File: src/rtl/station_sequencer.sv
// Station walker for the rover washer handler: debounces the IR trigger, averages
// XADC samples, classifies temperature and drops/picks the washer at matching pillars.
module station_sequencer #(
  parameter int unsigned               NUM_STATIONS = 4,
  parameter int unsigned               IDX_W        = 2,
  parameter int unsigned               TEMP_W       = 12,
  parameter int unsigned               TH_COLD      = 1200,
  parameter int unsigned               TH_HOT       = 1900,
  parameter logic [2*NUM_STATIONS-1:0] STATION_MAP  = 8'h24,
  parameter int unsigned               AVG_LOG2     = 2,
  parameter int unsigned               DEB_CYC      = 16,
  parameter int unsigned               SERVO_HOLD   = 500,
  parameter int unsigned               WRAP         = 1
) (
  input  logic              CLK,
  input  logic              RST,
  input  logic              trigger,
  input  logic [TEMP_W-1:0] digital_temp,
  input  logic              ready,
  output logic              correct_station,
  output logic              control_em,
  output logic              control_servo,
  output logic [IDX_W-1:0]  station_idx,
  output logic [1:0]        temp_class,
  output logic [7:0]        wrong_count,
  output logic              done
);

  localparam int unsigned ACC_W  = TEMP_W + AVG_LOG2;
  localparam int unsigned SMP_W  = AVG_LOG2 + 1;
  localparam int unsigned DEB_W  = $clog2(DEB_CYC + 1);
  localparam int unsigned HOLD_W = $clog2(SERVO_HOLD + 1);

  localparam logic [SMP_W-1:0]  SMP_LAST = SMP_W'((1 << AVG_LOG2) - 1);
  localparam logic [DEB_W-1:0]  DEB_LAST = DEB_W'(DEB_CYC - 1);
  localparam logic [HOLD_W-1:0] HOLD_MAX = HOLD_W'(SERVO_HOLD);
  localparam logic [IDX_W-1:0]  LAST_IDX = IDX_W'(NUM_STATIONS - 1);
  localparam logic [TEMP_W-1:0] COLD_LIM = TEMP_W'(TH_COLD);
  localparam logic [TEMP_W-1:0] HOT_LIM  = TEMP_W'(TH_HOT);

  localparam logic [1:0] CLS_AMB  = 2'd0;
  localparam logic [1:0] CLS_HOT  = 2'd1;
  localparam logic [1:0] CLS_COLD = 2'd2;

  typedef enum logic [2:0] {
    S_IDLE, S_SAMPLE, S_DECIDE, S_DROP, S_LEAVE, S_FIND, S_PICKUP, S_DONE
  } state_t;

  state_t              state_q, state_d;
  logic                trig_db;
  logic [DEB_W-1:0]    deb_cnt;
  logic [ACC_W-1:0]    acc_q, acc_d;
  logic [SMP_W-1:0]    smp_q, smp_d;
  logic [HOLD_W-1:0]   hold_q, hold_d;
  logic                cs_d, em_d, servo_d, done_d;
  logic [IDX_W-1:0]    idx_d;
  logic [1:0]          cls_d, cls_now, map_cls;
  logic [7:0]          wrong_d;
  logic [TEMP_W-1:0]   avg;
  logic                match;

  // Input changes only after DEB_CYC consecutive cycles of disagreement.
  always_ff @(posedge CLK or posedge RST) begin
    if (RST) begin
      trig_db <= 1'b0;
      deb_cnt <= '0;
    end else if (trigger == trig_db) begin
      deb_cnt <= '0;
    end else if (deb_cnt == DEB_LAST) begin
      trig_db <= trigger;
      deb_cnt <= '0;
    end else begin
      deb_cnt <= deb_cnt + 1'b1;
    end
  end

  assign avg     = acc_q[ACC_W-1:AVG_LOG2];
  assign cls_now = (avg <= COLD_LIM) ? CLS_COLD : (avg >= HOT_LIM) ? CLS_HOT : CLS_AMB;
  assign map_cls = 2'(STATION_MAP >> {station_idx, 1'b0});
  assign match   = (cls_now == map_cls);

  always_ff @(posedge CLK or posedge RST) begin
    if (RST) state_q <= S_IDLE;
    else     state_q <= state_d;
  end

  always_comb begin
    state_d = state_q;
    case (state_q)
      S_IDLE:   if (trig_db) state_d = S_SAMPLE;
      S_SAMPLE: begin
        if (!trig_db)                        state_d = S_IDLE;
        else if (ready && smp_q == SMP_LAST) state_d = S_DECIDE;
      end
      S_DECIDE: state_d = match ? S_DROP : S_LEAVE;
      S_DROP:   state_d = (station_idx == LAST_IDX && WRAP == 0) ? S_DONE : S_LEAVE;
      S_LEAVE:  if (!trig_db) state_d = S_FIND;
      S_FIND:   if (trig_db) state_d = S_PICKUP;
      S_PICKUP: if (hold_q == HOLD_MAX && !trig_db) state_d = S_IDLE;
      S_DONE:   state_d = S_DONE;
      default:  state_d = S_IDLE;
    endcase
  end

  // Next values for every registered output and datapath register.
  always_comb begin
    acc_d   = acc_q;
    smp_d   = smp_q;
    hold_d  = hold_q;
    cs_d    = correct_station;
    em_d    = control_em;
    servo_d = control_servo;
    idx_d   = station_idx;
    cls_d   = temp_class;
    wrong_d = wrong_count;
    done_d  = done;
    case (state_q)
      S_IDLE: begin
        servo_d = 1'b0;
        cs_d    = 1'b0;
        acc_d   = '0;
        smp_d   = '0;
      end
      S_SAMPLE: begin
        if (trig_db && ready) begin
          acc_d = acc_q + ACC_W'(digital_temp);
          smp_d = smp_q + 1'b1;
        end
      end
      S_DECIDE: begin
        cls_d = cls_now;
        if (!match && wrong_count != 8'hFF) wrong_d = wrong_count + 8'd1;
      end
      S_DROP: begin
        em_d = 1'b0;
        cs_d = 1'b1;
        if (station_idx == LAST_IDX) begin
          if (WRAP != 0) idx_d = '0;
          else           done_d = 1'b1;
        end else begin
          idx_d = station_idx + 1'b1;
        end
      end
      S_FIND: if (trig_db) hold_d = '0;
      S_PICKUP: begin
        em_d    = 1'b1;
        servo_d = correct_station;
        if (hold_q != HOLD_MAX) hold_d = hold_q + 1'b1;
      end
      S_DONE: begin
        servo_d = 1'b0;
        em_d    = 1'b0;
      end
      default: ;
    endcase
  end

  always_ff @(posedge CLK or posedge RST) begin
    if (RST) begin
      acc_q           <= '0;
      smp_q           <= '0;
      hold_q          <= '0;
      correct_station <= 1'b0;
      control_em      <= 1'b0;
      control_servo   <= 1'b0;
      station_idx     <= '0;
      temp_class      <= '0;
      wrong_count     <= '0;
      done            <= 1'b0;
    end else begin
      acc_q           <= acc_d;
      smp_q           <= smp_d;
      hold_q          <= hold_d;
      correct_station <= cs_d;
      control_em      <= em_d;
      control_servo   <= servo_d;
      station_idx     <= idx_d;
      temp_class      <= cls_d;
      wrong_count     <= wrong_d;
      done            <= done_d;
    end
  end

endmodule

File: config.mk
export PLATFORM = sky130hd
export DESIGN_NAME = station_sequencer
export DESIGN_NICKNAME = d
export VERILOG_FILES = /design/src/rtl/station_sequencer.sv
export SDC_FILE = /design/constraint.sdc
export NUM_CORES = 1
export LEC_CHECK = 0
export BUFFER_PORTS_ARGS = -buffer_cell sky130_fd_sc_hd__buf_4
export CORE_MARGIN = 3
export CORE_UTILIZATION = 35
export DETAILED_ROUTE_END_ITERATION = 16
export PLACE_DENSITY = 0.55
export SLEW_MARGIN = 20
export SYNTH_ARGS = -nofsm -noshare
export SYNTH_HDL_FRONTEND = slang
export SYNTH_SLANG_ARGS = --single-unit
File: constraint.sdc
create_clock -name CLK -period 4.1 [get_ports CLK]
set_clock_uncertainty 0.15 [all_clocks]
set_input_delay 0.41 -clock CLK [delete_from_list [all_inputs] [get_ports CLK]]
set_output_delay 0.41 -clock CLK [all_outputs]
set_load 0.05 [all_outputs]
==> qor.csv <==
metric;value;unit
max_freq;0.384;GHz
htreeDepth;2;
tns;0;ns
grt_max_degree;34;
synth-seq-area-share;0.424;
worstPathMaxFanout;4;
cts.path.max_buffers;2;
antenna_found_initial;0;
cp-endpoint;acc_q[13];
min_period_over_period;0.636;
rsz0062_at_grt;false;
grt_usage;0.129;
synth_most_common_cell;dfrtp_1;
route.detailed.drc;0;
viasPerCell;5.17;
cp-start-kind;flop;
power_density;253;nW/um^2
maxCapViolations;0;
cts_buffers;5;
port_buffers;30;
die_h;97.8;um
drt_iter0_drc;87;
rr_startpoint;acc_q[2];
ys_async_sr_fraction;1.00;
synth_edf_count;0;
reg2reg_depth;7;
crit_type;flop to flop;
drive_above_1_share;0.139;
setup_violations;0;
first_global_vias;2232;
coreArea;7970;um^2
crit_path_end_kind;flop;
outcome;complete, no violations;
ant_nets;0;
cts.clk_slew.worst_paths;0.09;ns
synthTopCellsByArea;dfrtp_1, ha_1, o21ai_0;
first_pass_iters;4;
postLayoutCoreUtil;0.419;
initial_core_util;0.370;
dp_hpwl;4430;um
r2r_slack;1.49;ns
tightest_slew;0.555;ns
cts_setup_buffers;0;
area_growth;13.0;%
grt_pass1_wl;10400;um
wl_met1;3000;um
wl_met2;2730;um
dr_total_vias;2310;
clk_latency;0.30;ns
routed_wire_length_per_instance;13.3;um
rows;32;
cts_hold_buffers;0;
yosys_warnings;0;
cp.arrival;2.66;ns
netlist.top_cell.by_area;dfrtp_1;
ys_seq_elements;50;
post_cts_resized;0;
peakVddDrop;0.133;mV
syn_nets;356;
total_power;0.844;mW
final_nets;383;
cts_tree;yes;
drt_wl_total;5960;um
met3_length;194;um
routabilityCongestion;0.761;
fp.dieArea;9570;um^2
report.final.slew_viol_count;0;
cp.required;4.15;ns
antenna_cells;0;
gr-total-overflow;0;
synth_cells;318;
synth.distinct_cells;49;
synthFlopType;dfrtp_1;
synth.avg_cell_area;9.28;um^2
p_leak;1.60;nW
cts_sinks;50;
top_layer;met4;
worst_slew_margin_rel;0.630;
worstReg2RegEnd;acc_q[13];
finalHoldViolations;0;
dieWidth;97.8;um
min_period;2.61;ns
synth_top_area_share;0.424;
worst_hold_path_type;input port to async pin;
synthesis.area;2950;um^2
yosys-top-cells-count;dfrtp_1, o21ai_0, nand3_1;
ctsRootBufferMaster;clkbuf_8;
io_pins;32;
critPathLaunch;acc_q[2];
## kinds of logic (layout without fill, tap and decap cells)
group	Yosys count	after routing	synth area share
and+or+nand+nor	106	106	0.175
xor gates and xnor gates	24	24	0.0738
buffers and inverters	27	54	0.0403
muxes	3	3	0.0114
AOI/OAI and AO/OA	85	85	0.178
other	1	1	0.00127
adders and majority gates	22	22	0.0958
DFF	50	50	0.424
## power breakdown
part	switching, mW	total (mW)	leakage [nW]	internal, mW
registers	0.00511	0.504	0.670	0.498
clock network	0.160	0.275	0.0438	0.115
logic	0.0403	0.0661	0.883	0.0258
total	0.205	0.844	1.60	0.639
## metal layers
layer,track usage,vias to the layer above
li1,-,1186
met1,0.184,1089
met2,0.204,31
met3,0.0229,4
met4,0.0309,0
met5,0,-
## critical path, stage by stage, from the launching register on
cell	delay [ns]
dfrtp_1	0.42
ha_1	0.34
o21a_1	0.21
a2111oi_1	0.52
nor3_1	0.17
o32ai_2	0.38
nor2_1	0.09
a211oi_1	0.23
## cells in the final DEF (no fill, tap or decap), types with 2 or more instances in the layout
cell type  Yosys  final
o21ai_0       35     35
ha_1          21     21
a211oi_1       4      4
xor2_1        16     16
dfrtp_1       50     50
nor3_1         8      8
or2_2          2      2
nand2_1       21     21
buf_4          1     32
o31ai_1        2      2
o41ai_1        3      3
clkbuf_8       0      5
nor4_1         2      2
nor2_1        25     25
nand4_1        5      5
and3_1         5      5
or3_1          2      2
inv_1         15     14
mux2_2         3      3
nand3_1       26     26
nor2b_1        3      3
a31oi_1        3      3
a21oi_1       16     16
o21a_1         3      3
o22ai_1        3      3
clkinv_2       0      2
a21o_1         6      6
xnor2_1        7      7
and2_1         2      2
## how the worst min path moves through the flow
stage	from	to	depth (start not counted)
final	RST	deb_cnt[2]	2
after global routing	RST	deb_cnt[2]	2
after CTS	RST	deb_cnt[2]	2
after detailed placement	deb_cnt[0]	deb_cnt[0]	1
after global placement	deb_cnt[0]	deb_cnt[0]	1
after floorplan	deb_cnt[0]	deb_cnt[0]	1
## area by class of cell
type	instances	area (um^2)
Clock buffer	5	68.8
Tap cell	102	128
Timing Repair Buffer	32	240
Inverter	15	56.3
Multi-Input combinational cell	241	1580
Fill cell	807	4630
Clock inverter	2	10.0
Sequential cell	50	1250
## per-stage QoR
| step | instances | hold slack (ns) | cell area (um^2) | setup slack [ns] |
|---|---|---|---|---|
| finish | 447 | 0.00890 | 3340 | 1.49 |
| global route | 447 | 0.0444 | 3340 | 1.24 |
| CTS | 447 | 0.0249 | 3340 | 1.44 |
| detailed placement | 440 | 0.312 | 3260 | 1.36 |
| global placement | 440 | 0.302 | 3260 | 1.40 |
| floorplan | 318 | 0.283 | 2950 | 1.57 |
## flip-flops by register name, summed over array words and instances (netlist names)
signal,count
state_q,3
station_idx,2
trig_db,1
hold_q,9
wrong_count,8
temp_class,2
deb_cnt,5
acc_q,14
correct_station,1
smp_q,3
control_em,1
control_servo,1
No activity file was read; power rests on OpenSTA's default activity.
